$ cat src/rtl/dmem_bridge.sv
// dmem_bridge: turns a single core load/store request into one transaction on
// a req/gnt + rvalid data bus. Store data is replicated across byte lanes per
// access width; load data is lane-selected and sign/zero-extended on return.
// An access that stays in REQ plus RESP for TIMEOUT_CYCLES cycles is aborted
// with an error.
//
// Optional feature: define DMEM_MISALIGN_EXC_EN so that an access whose byte
// enables are all zero is rejected in IDLE, with done_o/err_o pulsed and no
// bus request issued.
//
// Ports
//   clk_i, rst_i                 clock, async active-high reset
//   start_i, we_i, funct3_i      core request: strobe, store flag, RV32I width
//   addr_i, wdata_i, be_i        byte address, LSB-aligned store data, enables
//   busy_o, done_o, err_o        status: busy, completion pulse, error pulse
//   rdata_o                      extended load result, held between loads
//   dbus_req_o .. dbus_wdata_o   bus request channel
//   dbus_gnt_i                   bus grant
//   dbus_rvalid_i, dbus_rdata_i  bus response / write acknowledge
//
// state  | meaning
// S_IDLE | waiting for start_i; request fields hold the last access
// S_REQ  | dbus_req_o high, waiting for dbus_gnt_i
// S_RESP | granted, waiting for dbus_rvalid_i (read data or write ack)

module dmem_bridge #(
  parameter int unsigned TIMEOUT_CYCLES = 16
) (
  input  logic        clk_i,
  input  logic        rst_i,
  input  logic        start_i,
  input  logic        we_i,
  input  logic [2:0]  funct3_i,
  input  logic [31:0] addr_i,
  input  logic [31:0] wdata_i,
  input  logic [3:0]  be_i,
  output logic        busy_o,
  output logic        done_o,
  output logic        err_o,
  output logic [31:0] rdata_o,
  output logic        dbus_req_o,
  output logic        dbus_we_o,
  output logic [3:0]  dbus_be_o,
  output logic [31:0] dbus_addr_o,
  output logic [31:0] dbus_wdata_o,
  input  logic        dbus_gnt_i,
  input  logic        dbus_rvalid_i,
  input  logic [31:0] dbus_rdata_i
);

  localparam int unsigned CNT_W = ($clog2(TIMEOUT_CYCLES + 1) > 5) ?
                                  $clog2(TIMEOUT_CYCLES + 1) : 5;
  // Counter value during the last permitted cycle; the edge that would
  // bring it to TIMEOUT_CYCLES is the one that aborts.
  localparam logic [CNT_W-1:0] CNT_LAST = CNT_W'(TIMEOUT_CYCLES - 1);

  typedef enum logic [1:0] {S_IDLE, S_REQ, S_RESP} state_t;

  state_t            state_q, state_d;
  logic [CNT_W-1:0]  cnt_q, cnt_d;
  logic              we_q, we_d;
  logic [3:0]        be_q, be_d;
  logic [31:0]       addr_q, addr_d;
  logic [31:0]       wdata_q, wdata_d;
  logic [2:0]        funct3_q, funct3_d;
  logic [1:0]        off_q, off_d;
  logic [31:0]       rdata_q, rdata_d;
  logic              done_q, done_d;
  logic              err_q, err_d;

  logic              misalign;
  logic              timeout;
  logic [31:0]       wdata_rep;
  logic [31:0]       rdata_shift;
  logic [31:0]       load_ext;

`ifdef DMEM_MISALIGN_EXC_EN
  assign misalign = (be_i == 4'b0000);
`else
  assign misalign = 1'b0;
`endif

  assign timeout = (cnt_q == CNT_LAST);

  always_comb begin
    case (funct3_i[1:0])
      2'b00:   wdata_rep = {4{wdata_i[7:0]}};
      2'b01:   wdata_rep = {2{wdata_i[15:0]}};
      default: wdata_rep = wdata_i;
    endcase
  end

  // Move the addressed lane down to bit 0, then extend by width/sign.
  assign rdata_shift = dbus_rdata_i >> {off_q, 3'b000};

  always_comb begin
    case (funct3_q[1:0])
      2'b00:   load_ext = {{24{~funct3_q[2] & rdata_shift[7]}}, rdata_shift[7:0]};
      2'b01:   load_ext = {{16{~funct3_q[2] & rdata_shift[15]}}, rdata_shift[15:0]};
      default: load_ext = rdata_shift;
    endcase
  end

  always_comb begin
    state_d  = state_q;
    cnt_d    = cnt_q;
    we_d     = we_q;
    be_d     = be_q;
    addr_d   = addr_q;
    wdata_d  = wdata_q;
    funct3_d = funct3_q;
    off_d    = off_q;
    rdata_d  = rdata_q;
    done_d   = 1'b0;
    err_d    = 1'b0;

    case (state_q)
      S_IDLE: begin
        if (start_i) begin
          if (misalign) begin
            done_d = 1'b1;
            err_d  = 1'b1;
          end else begin
            state_d  = S_REQ;
            cnt_d    = '0;
            we_d     = we_i;
            be_d     = be_i;
            addr_d   = {addr_i[31:2], 2'b00};
            wdata_d  = wdata_rep;
            funct3_d = funct3_i;
            off_d    = addr_i[1:0];
          end
        end
      end
      S_REQ: begin
        cnt_d = cnt_q + CNT_W'(1);
        if (timeout) begin
          state_d = S_IDLE;
          done_d  = 1'b1;
          err_d   = 1'b1;
        end else if (dbus_gnt_i) begin
          state_d = S_RESP;
        end
      end
      S_RESP: begin
        cnt_d = cnt_q + CNT_W'(1);
        // rvalid is checked first so a response on the last cycle still succeeds.
        if (dbus_rvalid_i) begin
          state_d = S_IDLE;
          done_d  = 1'b1;
          if (!we_q) begin
            rdata_d = load_ext;
          end
        end else if (timeout) begin
          state_d = S_IDLE;
          done_d  = 1'b1;
          err_d   = 1'b1;
        end
      end
      default: begin
        state_d = S_IDLE;
      end
    endcase
  end

  always_ff @(posedge clk_i or posedge rst_i) begin
    if (rst_i) begin
      state_q  <= S_IDLE;
      cnt_q    <= '0;
      we_q     <= 1'b0;
      be_q     <= 4'b0000;
      addr_q   <= '0;
      wdata_q  <= '0;
      funct3_q <= '0;
      off_q    <= '0;
      rdata_q  <= '0;
      done_q   <= 1'b0;
      err_q    <= 1'b0;
    end else begin
      state_q  <= state_d;
      cnt_q    <= cnt_d;
      we_q     <= we_d;
      be_q     <= be_d;
      addr_q   <= addr_d;
      wdata_q  <= wdata_d;
      funct3_q <= funct3_d;
      off_q    <= off_d;
      rdata_q  <= rdata_d;
      done_q   <= done_d;
      err_q    <= err_d;
    end
  end

  assign busy_o       = (state_q != S_IDLE);
  assign done_o       = done_q;
  assign err_o        = err_q;
  assign rdata_o      = rdata_q;
  assign dbus_req_o   = (state_q == S_REQ);
  assign dbus_we_o    = we_q;
  assign dbus_be_o    = be_q;
  assign dbus_addr_o  = addr_q;
  assign dbus_wdata_o = wdata_q;

endmodule

$ cat config.mk
export PLATFORM = sky130hd
export DESIGN_NAME = dmem_bridge
export DESIGN_NICKNAME = d
export VERILOG_FILES = /design/src/rtl/dmem_bridge.sv
export SDC_FILE = /design/constraint.sdc
export NUM_CORES = 1
export LEC_CHECK = 0
export BUFFER_PORTS_ARGS = -buffer_cell sky130_fd_sc_hd__buf_2
export CORE_MARGIN = 3
export CORE_UTILIZATION = 27
export CTS_BUF_LIST = sky130_fd_sc_hd__clkbuf_8
export CTS_CLUSTER_DIAMETER = 50
export CTS_CLUSTER_SIZE = 12
export DETAILED_ROUTE_END_ITERATION = 6
export GPL_ROUTABILITY_DRIVEN = 1
export PLACE_DENSITY = 0.46
export RECOVER_POWER = 50
export SLEW_MARGIN = 5
export SYNTH_ARGS = -nofsm -noshare
export SYNTH_HDL_FRONTEND = slang
export SYNTH_SLANG_ARGS = --single-unit
$ cat constraint.sdc
create_clock -name clk_i -period 3.7 [get_ports clk_i]
set_input_delay 0.37 -clock clk_i [delete_from_list [all_inputs] [get_ports clk_i]]
set_output_delay 0.37 -clock clk_i [all_outputs]
set_load 0.02 [all_outputs]
==> results.py, run 1 <==
metrics = {
    "clocking": {
        "worstSkewPairLatency_ps": 430,
        "clk_path_buf_depth": 2,
        "post_cts_buffers": 0,
        "path_clk_slew_ps": 80,
        "hold_buffers": 0,
        "ctsResizeCount": 0,
        "cts.sinks": 113,
        "h-tree-depth": 4,
        "numCtsBuffers": 17,
        "cts_root_buf": "clkbuf_8",
        "cts_tree": "built",
    },
    "floorplanning": {
        "die_h_um": 146.3,
        "core-area_mm2": 0.01902,
        "die_w_um": 146.3,
        "die_area_mm2": 0.02141,
        "num_rows": 50,
        "pin_count": 214,
        "start_util_pct": 27.95,
    },
    "worst_hold_path": {
        "hold_path.class": "primary input to flip-flop",
        "hold_start": "addr_i[6]",
        "holdPathStages": 2,
        "hold-path-endpoint": "dbus_addr_o[6]",
    },
    "sta": {
        "tightest_slew_ps": 2125,
        "final-max-slew-violation-count": 46,
        "max_freq_ghz": 0.4549,
        "finalClockSkew_ps": 8.786,
        "relSlewSlack_pct": -42.44,
        "rsz0062_at_grt": "false",
        "fin_setup_tns_ps": 0,
        "finalCritPeriodShare_pct": 59.42,
        "finalSetupViolCount": 0,
        "finalHoldViolations": 0,
        "setup_slack_ps": 1502,
        "period_needed_ps": 2198,
    },
    "power_and_ir_drop": {
        "powerDensity_mw_per_mm2": 915.1,
        "total_power_w": 0.006366,
        "ir_drop_uv": 379.4,
        "leakage_nw": 3.226,
    },
    "yosys": {
        "synth_edf_count": 0,
        "yosys.area.top_type": "dfrtp_1",
        "netlist_area_mm2": 0.005315,
        "ys_warn_count": 0,
        "synth_cell_types": 41,
        "syn_inst": 467,
        "async_flop_share_pct": 100.0,
        "synth.area.top_cells": "dfrtp_1, mux2_2, mux2i_1",
        "ys_ff_latch": 113,
        "avgSynthCellArea_um2": 11.38,
        "synthMuxAreaShare_pct": 20.29,
        "synth_flop_cell": "dfrtp_1",
        "yosysTopAreaCellShare_pct": 53.20,
        "synth_compound_area_share_pct": 13.32,
        "synth-xor-area-share_pct": 0.1648,
        "synthSimpleGateAreaFrac_pct": 8.098,
        "synth_sequential_area_ratio_pct": 53.20,
        "synth_top_family_by_area": "multiplexers",
        "synth-adder-area-share_pct": 1.412,
    },
    "critical_path": {
        "path_cells": "inv_1 -> ha_1 -> nand2_4 -> mux2_2",
        "crit_family": "simple AND/OR/NAND/NOR gates",
        "endpoint_kind": "flip-flop",
        "crit_fanout": 96,
        "reg2reg_from": "state_q[0]",
        "critPathLaunchType": "flip-flop",
        "r2r_end": "dbus_wdata_o[0]",
        "critical_path_buf_inv_count": 1,
        "regToRegSetupSlack_ps": 1500,
        "cpMaxStageDelayCell": "nand2_4",
        "critPathMaxStageDelay_ps": 580,
        "required_ps": 4010,
        "critPathArrivalTime_ps": 2500,
        "critPathKind": "flip-flop to flip-flop",
        "worstRegToRegCells": 4,
    },
    "global_route": {
        "grt_overflow": 0,
        "grt_max_degree": 97,
        "antenna_found_initial": 2,
        "grtUsageTotal_pct": 14.25,
        "grt_pass1_vias": 4532,
        "grt_pass1_wl_um": 24330,
    },
    "detailed_routing": {
        "wire_per_inst_um": 16.10,
        "drtPass1Iterations": 4,
        "vias_per_cell": 4.552,
        "vias": 4302,
        "drtIter0Drc": 197,
        "final_antenna_net_count": 0,
        "drc": 0,
        "totalWireLength_um": 15220,
    },
    "finish": {
        "multi_input_area_mm2": 0.002316,
        "drive_above_1_share_pct": 38.30,
        "finalNetCount": 786,
        "regArea_mm2": 0.002828,
        "fill_cells": 1989,
        "area_growth_pct": 30.89,
    },
    "run": {
        "max_cap_viol_count": 1,
    },
    "place": {
        "dp_hpwl_um": 11200,
        "place_ws_ps": 1506,
        "gp_congestion": 0.7821,
        "io_buffers": 211,
    },
    "status": {
        "violations": "max-capacitance violations, max-slew violations",
        "status": "finished, violations left",
    },
}
==> layout make-up <==
| cell class | count | share of cell area [%] |
|---|---|---|
| diodes | 1 | 0.03597 |
| clock inverters | 15 | 2.662 |
| flip-flops and latches | 113 | 40.65 |
| well taps | 260 | 4.676 |
| inverters | 8 | 0.4496 |
| multi-input cells | 316 | 33.29 |
| repair buffers | 215 | 14.87 |
| clock buffers | 17 | 3.363 |
==> how the worst max path moves through the flow <==
stage / start / slack [ps] / cells after the start / endpoint
2_1_floorplan: rst_i / 340 / 1 / cnt_q[0]
3_3_place_gp: state_q[0] / 1570 / 4 / dbus_addr_o[9]
3_5_place_dp: state_q[0] / 1510 / 4 / dbus_wdata_o[3]
4_1_cts: state_q[0] / 1500 / 4 / dbus_addr_o[2]
5_1_grt: state_q[1] / 1290 / 4 / dbus_wdata_o[1]
6_report: state_q[0] / 1500 / 4 / dbus_wdata_o[0]
==> logic make-up after synthesis <==
| logic type | count (synthesis) |
|---|---|
| xor+xnor | 1 |
| mux | 98 |
| simple gates | 98 |
| flops | 113 |
| compound gates | 111 |
| buf+inv | 39 |
| other cells | 1 |
| fa+ha+maj | 6 |
==> sequential cells by signal, indices dropped and copies added (netlist names) <==
register      count
dbus_wdata_o     32
rdata_o          32
dbus_addr_o      30
cnt_q             5
dbus_be_o         4
funct3_q          3
off_q             2
state_q           2
dbus_we_o         1
done_o            1
err_o             1
==> layout by cell type, fill, tap and decap left out, types with 2 or more instances in the layout <==
| cell type | instances |
|---|---|
| a211oi_1 | 7 |
| a21oi_1 | 37 |
| a22o_1 | 7 |
| a31oi_1 | 2 |
| buf_2 | 160 |
| buf_4 | 3 |
| bufinv_16 | 3 |
| clkbuf_1 | 51 |
| clkbuf_8 | 17 |
| clkinv_2 | 2 |
| clkinv_4 | 5 |
| clkinvlp_4 | 2 |
| conb_1 | 2 |
| dfrtp_1 | 113 |
| ha_1 | 6 |
| inv_1 | 7 |
| inv_6 | 3 |
| mux2_2 | 55 |
| mux2i_1 | 41 |
| nand2_1 | 42 |
| nand2b_1 | 4 |
| nand3_1 | 3 |
| nor2_1 | 29 |
| nor2_2 | 2 |
| nor2b_1 | 11 |
| nor3_1 | 2 |
| o21ai_0 | 39 |
| o221ai_1 | 2 |
| o22a_1 | 8 |
==> Yosys cell counts (2+ instances only) <==
cell type and count:
nor2b_1 11, nor2_2 2, a211oi_1 7, nor2_1 29
a22o_1 7, nor3_1 2, o21ai_0 39, clkbuf_1 12
nand2b_1 4, mux2i_1 41, inv_1 8, o221ai_1 2
a31oi_1 2, nand3_1 3, ha_1 6, nand2_1 43
dfrtp_1 113, mux2_2 55, buf_2 14, buf_4 3
a21oi_1 37, o22a_1 8
==> metal layers <==
| layer | vias to the layer above | GRT usage, % | wire (um) |
|---|---|---|---|
| met5 | - | 0 | 7 |
| met4 | 2 | 6.538 | 416 |
| met3 | 25 | 4.935 | 1214 |
| met2 | 170 | 22.18 | 7038 |
| met1 | 2046 | 17.86 | 6539 |
| li1 | 2059 | - | - |
==> metrics by stage <==
stage | hold slack (ps) | instances | utilization (%) | area, um2
final | 165.5 | 945 | 36.58 | 6957
after global routing | 134.1 | 945 | 36.58 | 6957
after CTS | 5.152 | 944 | 36.91 | 7019
after detailed placement | 468.6 | 912 | 34.70 | 6600
after global placement | 460.8 | 912 | 34.70 | 6600
after floorplan | 472.6 | 468 | - | 5319
==> report_power, final <==
part / internal (W) / total [W] / switching [W]
Clock: 0.000674 / 0.00123 / 0.000558
Sequential: 0.00184 / 0.00222 / 0.000378
Combinational: 0.00111 / 0.00291 / 0.00181
No activity file was read; power rests on OpenSTA's default activity.
==> run 2: changes to the inputs <==
clock period = 2.1 ns   (was 3.7 ns; I/O delays follow)
==> run 2 against run 1 <==
The run now ends clean. Sequential cell count stayed put. Sequential share of layout area is 2.3 points lower. Global-route usage rose by 0.43 points. Core utilization rose by 2.2 points. Power is 75% higher. Non-clock buffer count increased by 45. Register-to-register slack worse by 1300 ps. Die area is the same. Largest cell class unchanged. Critical path depth is 2 higher. Clock power grew 61%. Via count rose by 4.0%.
==> results.py, run 2 (synthesis results as in run 1) <==
metrics = {
    "sta": {
        "setup_slack_ps": 250.4,
        "max_freq_ghz": 0.5406,
        "finalClockSkew_ps": 10.61,
        "finalHoldViolations": 0,
        "period_needed_ps": 1850,
        "relSlewSlack_pct": 28.94,
        "final-max-slew-violation-count": 0,
        "rsz0062_at_grt": "false",
        "finalCritPeriodShare_pct": 88.08,
        "finalSetupViolCount": 0,
        "fin_setup_tns_ps": 0,
        "tightest_slew_ps": 1066,
    },
    "detailed_routing": {
        "vias": 4475,
        "drtPass1Iterations": 4,
        "drtIter0Drc": 166,
        "totalWireLength_um": 15620,
        "wire_per_inst_um": 15.79,
        "vias_per_cell": 4.525,
        "final_antenna_net_count": 0,
        "drc": 0,
    },
    "power_and_ir_drop": {
        "switching_power_w": 0.004826,
        "powerDensity_mw_per_mm2": 1512,
        "p_comb_share_pct": 47.0,
        "swShare_pct": 43.29,
        "p_seq_share_pct": 35.2,
        "ir_drop_uv": 635.9,
        "leakage_nw": 3.397,
        "clkPwrFrac_pct": 17.8,
        "p_int_w": 0.006321,
    },
    "global_route": {
        "grt_overflow": 0,
        "grt_pass1_wl_um": 25240,
        "antenna_found_initial": 0,
        "grt_max_degree": 114,
        "grtUsageTotal_pct": 14.68,
        "grt_pass1_vias": 4809,
    },
    "critical_path": {
        "critPathArrivalTime_ps": 2200,
        "required_ps": 2450,
        "regToRegSetupSlack_ps": 250,
        "crit_fanout": 5,
        "critPathKind": "flip-flop to flip-flop",
        "critPathLaunchType": "flip-flop",
        "endpoint_kind": "flip-flop",
    },
    "clocking": {
        "post_cts_buffers": 0,
        "h-tree-depth": 4,
        "cts_root_buf": "clkbuf_8",
        "worstSkewPairLatency_ps": 440,
        "path_clk_slew_ps": 70,
        "numCtsBuffers": 17,
        "ctsResizeCount": 0,
        "hold_buffers": 39,
        "cts.sinks": 113,
        "cts_tree": "built",
        "clk_path_buf_depth": 2,
    },
    "finish": {
        "area_growth_pct": 38.68,
        "finalNetCount": 831,
        "finalNonFillerCells": 989,
        "mostFrequentLayoutCell": "buf_2",
        "fill_cells": 1950,
        "layout_common_cells": "buf_2, dfrtp_1, mux2_2",
        "diodes": 0,
        "drive_above_1_share_pct": 36.63,
    },
    "floorplanning": {
        "die_w_um": 146.3,
        "die_area_mm2": 0.02141,
        "start_util_pct": 27.95,
        "core-area_mm2": 0.01902,
        "pin_count": 214,
        "die_h_um": 146.3,
        "num_rows": 50,
    },
    "place": {
        "place_ws_ps": 241.2,
        "dp_hpwl_um": 11100,
        "gp_congestion": 0.8007,
        "dp_cells": 918,
        "io_buffers": 211,
    },
    "run": {
        "max_cap_viol_count": 0,
    },
    "status": {
        "status": "complete, no violations",
    },
    "worst_hold_path": {
        "hold_path.class": "primary input to flip-flop",
    },
}
## run 2: worst paths after layout
kind	depth (start not counted)	end	startpoint
hold reg to reg	2	dbus_wdata_o[29]	dbus_wdata_o[29]
max in group asynchronous	4	rdata_o[7]	rst_i
setup / recovery	6	state_q[1]	cnt_q[0]
setup reg to reg	6	state_q[1]	cnt_q[0]
hold / removal	3	rdata_o[24]	dbus_rdata_i[24]
min in group asynchronous	4	dbus_wdata_o[7]	rst_i
## run 2: layer usage
metal,share of wire (%),track usage [%]
met1,43,17.75
met2,48,24.08
met5,0,0
met3,7.0,5.059
met4,2.0,5.833
## run 2: cell type report
class	count	area, um2	share of cell area (%)
sequential	113	2828	38.36
multi-input combinational	316	2316	31.42
timing repair buffer	260	1485	20.15
tap	260	325.3	4.414
clock buffer	20	275.3	3.735
clock inverter	12	107.6	1.460
inverter	8	33.78	0.4583
## run 2: metrics by stage
step	instance area, um2	hold slack, ps	utilization (%)	power, W
after floorplan	5323	343.7	-	0.007494
after global placement	6671	441.0	35.08	0.009230
after detailed placement	6671	446.3	35.08	0.009329
after CTS	7445	19.26	39.14	0.01144
after global routing	7371	17.33	38.76	0.01196
final	7371	47.01	38.76	0.01115
## run 2: worst max-delay path, cell delays in order (launching register included)
cell     delay, ps
dfrtp_1        430
ha_1           250
and3_1         210
ha_1           210
o32a_1         380
nor2b_1        140
o21ai_0        150
## run 2: power groups by stage
stage / clock (W) / sequential [W] / combinational (W)
floorplan: 0 / 0.00500 / 0.00250
global placement: 0 / 0.00391 / 0.00532
detailed placement: 0 / 0.00394 / 0.00539
CTS: 0.00207 / 0.00391 / 0.00546
global route: 0.00216 / 0.00407 / 0.00573
finish: 0.00198 / 0.00393 / 0.00524
==> run 3: changes to the inputs <==
REMOVE_ABC_BUFFERS = 1   (was unset)
==> run 3 against run 2 <==
Die area unchanged. Highest routed layer unchanged. Wire length shrank 2.2%. Clock power about the same. Non-clock buffer count up 7. Cell count grew 0.71%. Power grew 0.82%. Design area rose by 1.2%. Clock skew barely moved. Critical path type unchanged.
==> results.py, run 3 (synthesis results as in run 1) <==
metrics = {
    "global_route": {
        "grt_pass1_vias": 4613,
        "grt_max_degree": 114,
        "antenna_found_initial": 0,
        "grt_overflow": 0,
        "grt_pass1_wl_um": 24210,
        "grtUsageTotal_pct": 14.14,
    },
    "clocking": {
        "h-tree-depth": 4,
        "cts_root_buf": "clkbuf_8",
        "cts.sinks": 113,
        "clk_path_buf_depth": 2,
        "cts_tree": "built",
        "path_clk_slew_ps": 80,
        "post_cts_buffers": 0,
        "numCtsBuffers": 17,
        "worstSkewPairLatency_ps": 440,
    },
    "power_and_ir_drop": {
        "leakage_nw": 3.430,
        "switching_power_w": 0.004923,
        "p_comb_share_pct": 47.7,
        "ir_drop_uv": 642.2,
        "powerDensity_mw_per_mm2": 1507,
        "p_int_w": 0.006316,
        "total_power_w": 0.01124,
        "p_seq_share_pct": 34.8,
        "swShare_pct": 43.80,
        "clkPwrFrac_pct": 17.5,
    },
    "finish": {
        "mostFrequentLayoutCell": "buf_2",
        "area_growth_pct": 40.35,
        "finalInstanceArea_mm2": 0.007460,
        "diodes": 0,
        "drive_above_1_share_pct": 36.41,
        "finalNetCount": 838,
        "layout_common_cells": "buf_2, dfrtp_1, mux2_2",
    },
    "detailed_routing": {
        "final_antenna_net_count": 0,
        "vias_per_cell": 4.471,
        "wire_per_inst_um": 15.34,
        "vias": 4453,
        "drtPass1Iterations": 4,
        "drtIter0Drc": 209,
        "drc": 0,
        "totalWireLength_um": 15280,
    },
    "place": {
        "dpl_cell_area_mm2": 0.006715,
        "dp_hpwl_um": 10790,
        "gp_congestion": 0.8067,
        "io_buffers": 211,
    },
    "critical_path": {
        "critPathKind": "flip-flop to flip-flop",
        "endpoint_kind": "flip-flop",
        "critPathLaunchType": "flip-flop",
        "required_ps": 2450,
        "crit_fanout": 5,
        "critPathArrivalTime_ps": 2240,
    },
    "sta": {
        "period_needed_ps": 1887,
        "final-max-slew-violation-count": 0,
        "max_freq_ghz": 0.5300,
        "finalSetupViolCount": 0,
        "rsz0062_at_grt": "false",
        "tightest_slew_ps": 1486,
        "hold_ws_ps": 48.64,
        "finalClockSkew_ps": 10.51,
        "finalHoldViolations": 0,
        "relSlewSlack_pct": 0.9205,
        "finalCritPeriodShare_pct": 89.85,
    },
    "floorplanning": {
        "die_w_um": 146.3,
        "num_rows": 50,
        "die_area_mm2": 0.02141,
        "die_h_um": 146.3,
        "pin_count": 214,
        "core-area_mm2": 0.01902,
        "start_util_pct": 27.95,
    },
    "run": {
        "max_cap_viol_count": 0,
    },
    "worst_hold_path": {
        "hold_path.class": "primary input to flip-flop",
    },
    "status": {
        "status": "complete, no violations",
    },
}
run 3: cell types whose count changed in the layout (fill, tap and decap cells not counted), moves of 2 or more:
cell           before  now
dlygate4sd3_1      39   45
clkinvlp_4          7    5
buf_12              2    5
clkbuf_8           20   17
clkinv_4            0    5
run 3: worst max-delay path: stages (launching register included):
cell and delay, ps:
dfrtp_1 420, ha_1 230, and3_1 200, ha_1 200, o32a_1 220, or4b_1 450, o21ai_0 90
run 3: power by group through the flow:
| stage | clock network [W] | logic (W) | registers, W |
|---|---|---|---|
| 2_1_floorplan | 0 | 0.00226 | 0.00514 |
| 4_1_cts | 0.00204 | 0.00557 | 0.00391 |
| 3_3_place_gp | 0 | 0.00544 | 0.00390 |
| 5_1_grt | 0.00214 | 0.00584 | 0.00406 |
| 3_5_place_dp | 0 | 0.00550 | 0.00393 |
| 6_report | 0.00196 | 0.00536 | 0.00391 |
run 3: cell type report:
cell class / instances / area, um2
fillers: 1973 / 11560
flip-flops and latches: 113 / 2828
multi-input cells: 316 / 2316
repair buffers: 267 / 1587
well taps: 260 / 325.3
clock buffers: 17 / 234.0
clock inverters: 15 / 138.9
inverters: 8 / 31.28
run 3: metrics by stage:
| stage | setup TNS, ps | worst slack, ps | util [%] | instances |
|---|---|---|---|---|
| 2_1_floorplan | -179370 | -1097 | - | 437 |
| 3_3_place_gp | 0 | 286.0 | 35.31 | 919 |
| 3_5_place_dp | 0 | 233.8 | 35.31 | 919 |
| 4_1_cts | 0 | 208.3 | 39.64 | 996 |
| 5_1_grt | 0 | 70.16 | 39.22 | 996 |
| 6_report | 0 | 213.2 | 39.22 | 996 |
run 3: layer usage:
metal | global-route usage, % | up-vias | routed length [um]
met5 | 0 | - | 0
met4 | 3.951 | 0 | 138
met3 | 5.090 | 10 | 1082
met2 | 22.44 | 154 | 7175
met1 | 18.29 | 2119 | 6880
li1 | - | 2170 | -
run 3: path summary, 6_finish.rpt:
path / slack, ps / endpoint / start / cells past startpoint
hold / removal: 50 / rdata_o[29] / dbus_rdata_i[29] / 3
setup / recovery: 210 / state_q[1] / cnt_q[0] / 6
hold reg to reg: 480 / dbus_wdata_o[18] / dbus_wdata_o[18] / 2
max in group asynchronous: 300 / cnt_q[4] / rst_i / 4
setup reg to reg: 210 / state_q[1] / cnt_q[0] / 6
min in group asynchronous: 800 / dbus_addr_o[2] / rst_i / 4
run 3: repair_timing:
action | in CTS | in global routing
hold buffers | 45 | 0
resized for setup | 0 | 0
hold endpoints to repair | 157 | 0
setup endpoints to repair | 0 | 0
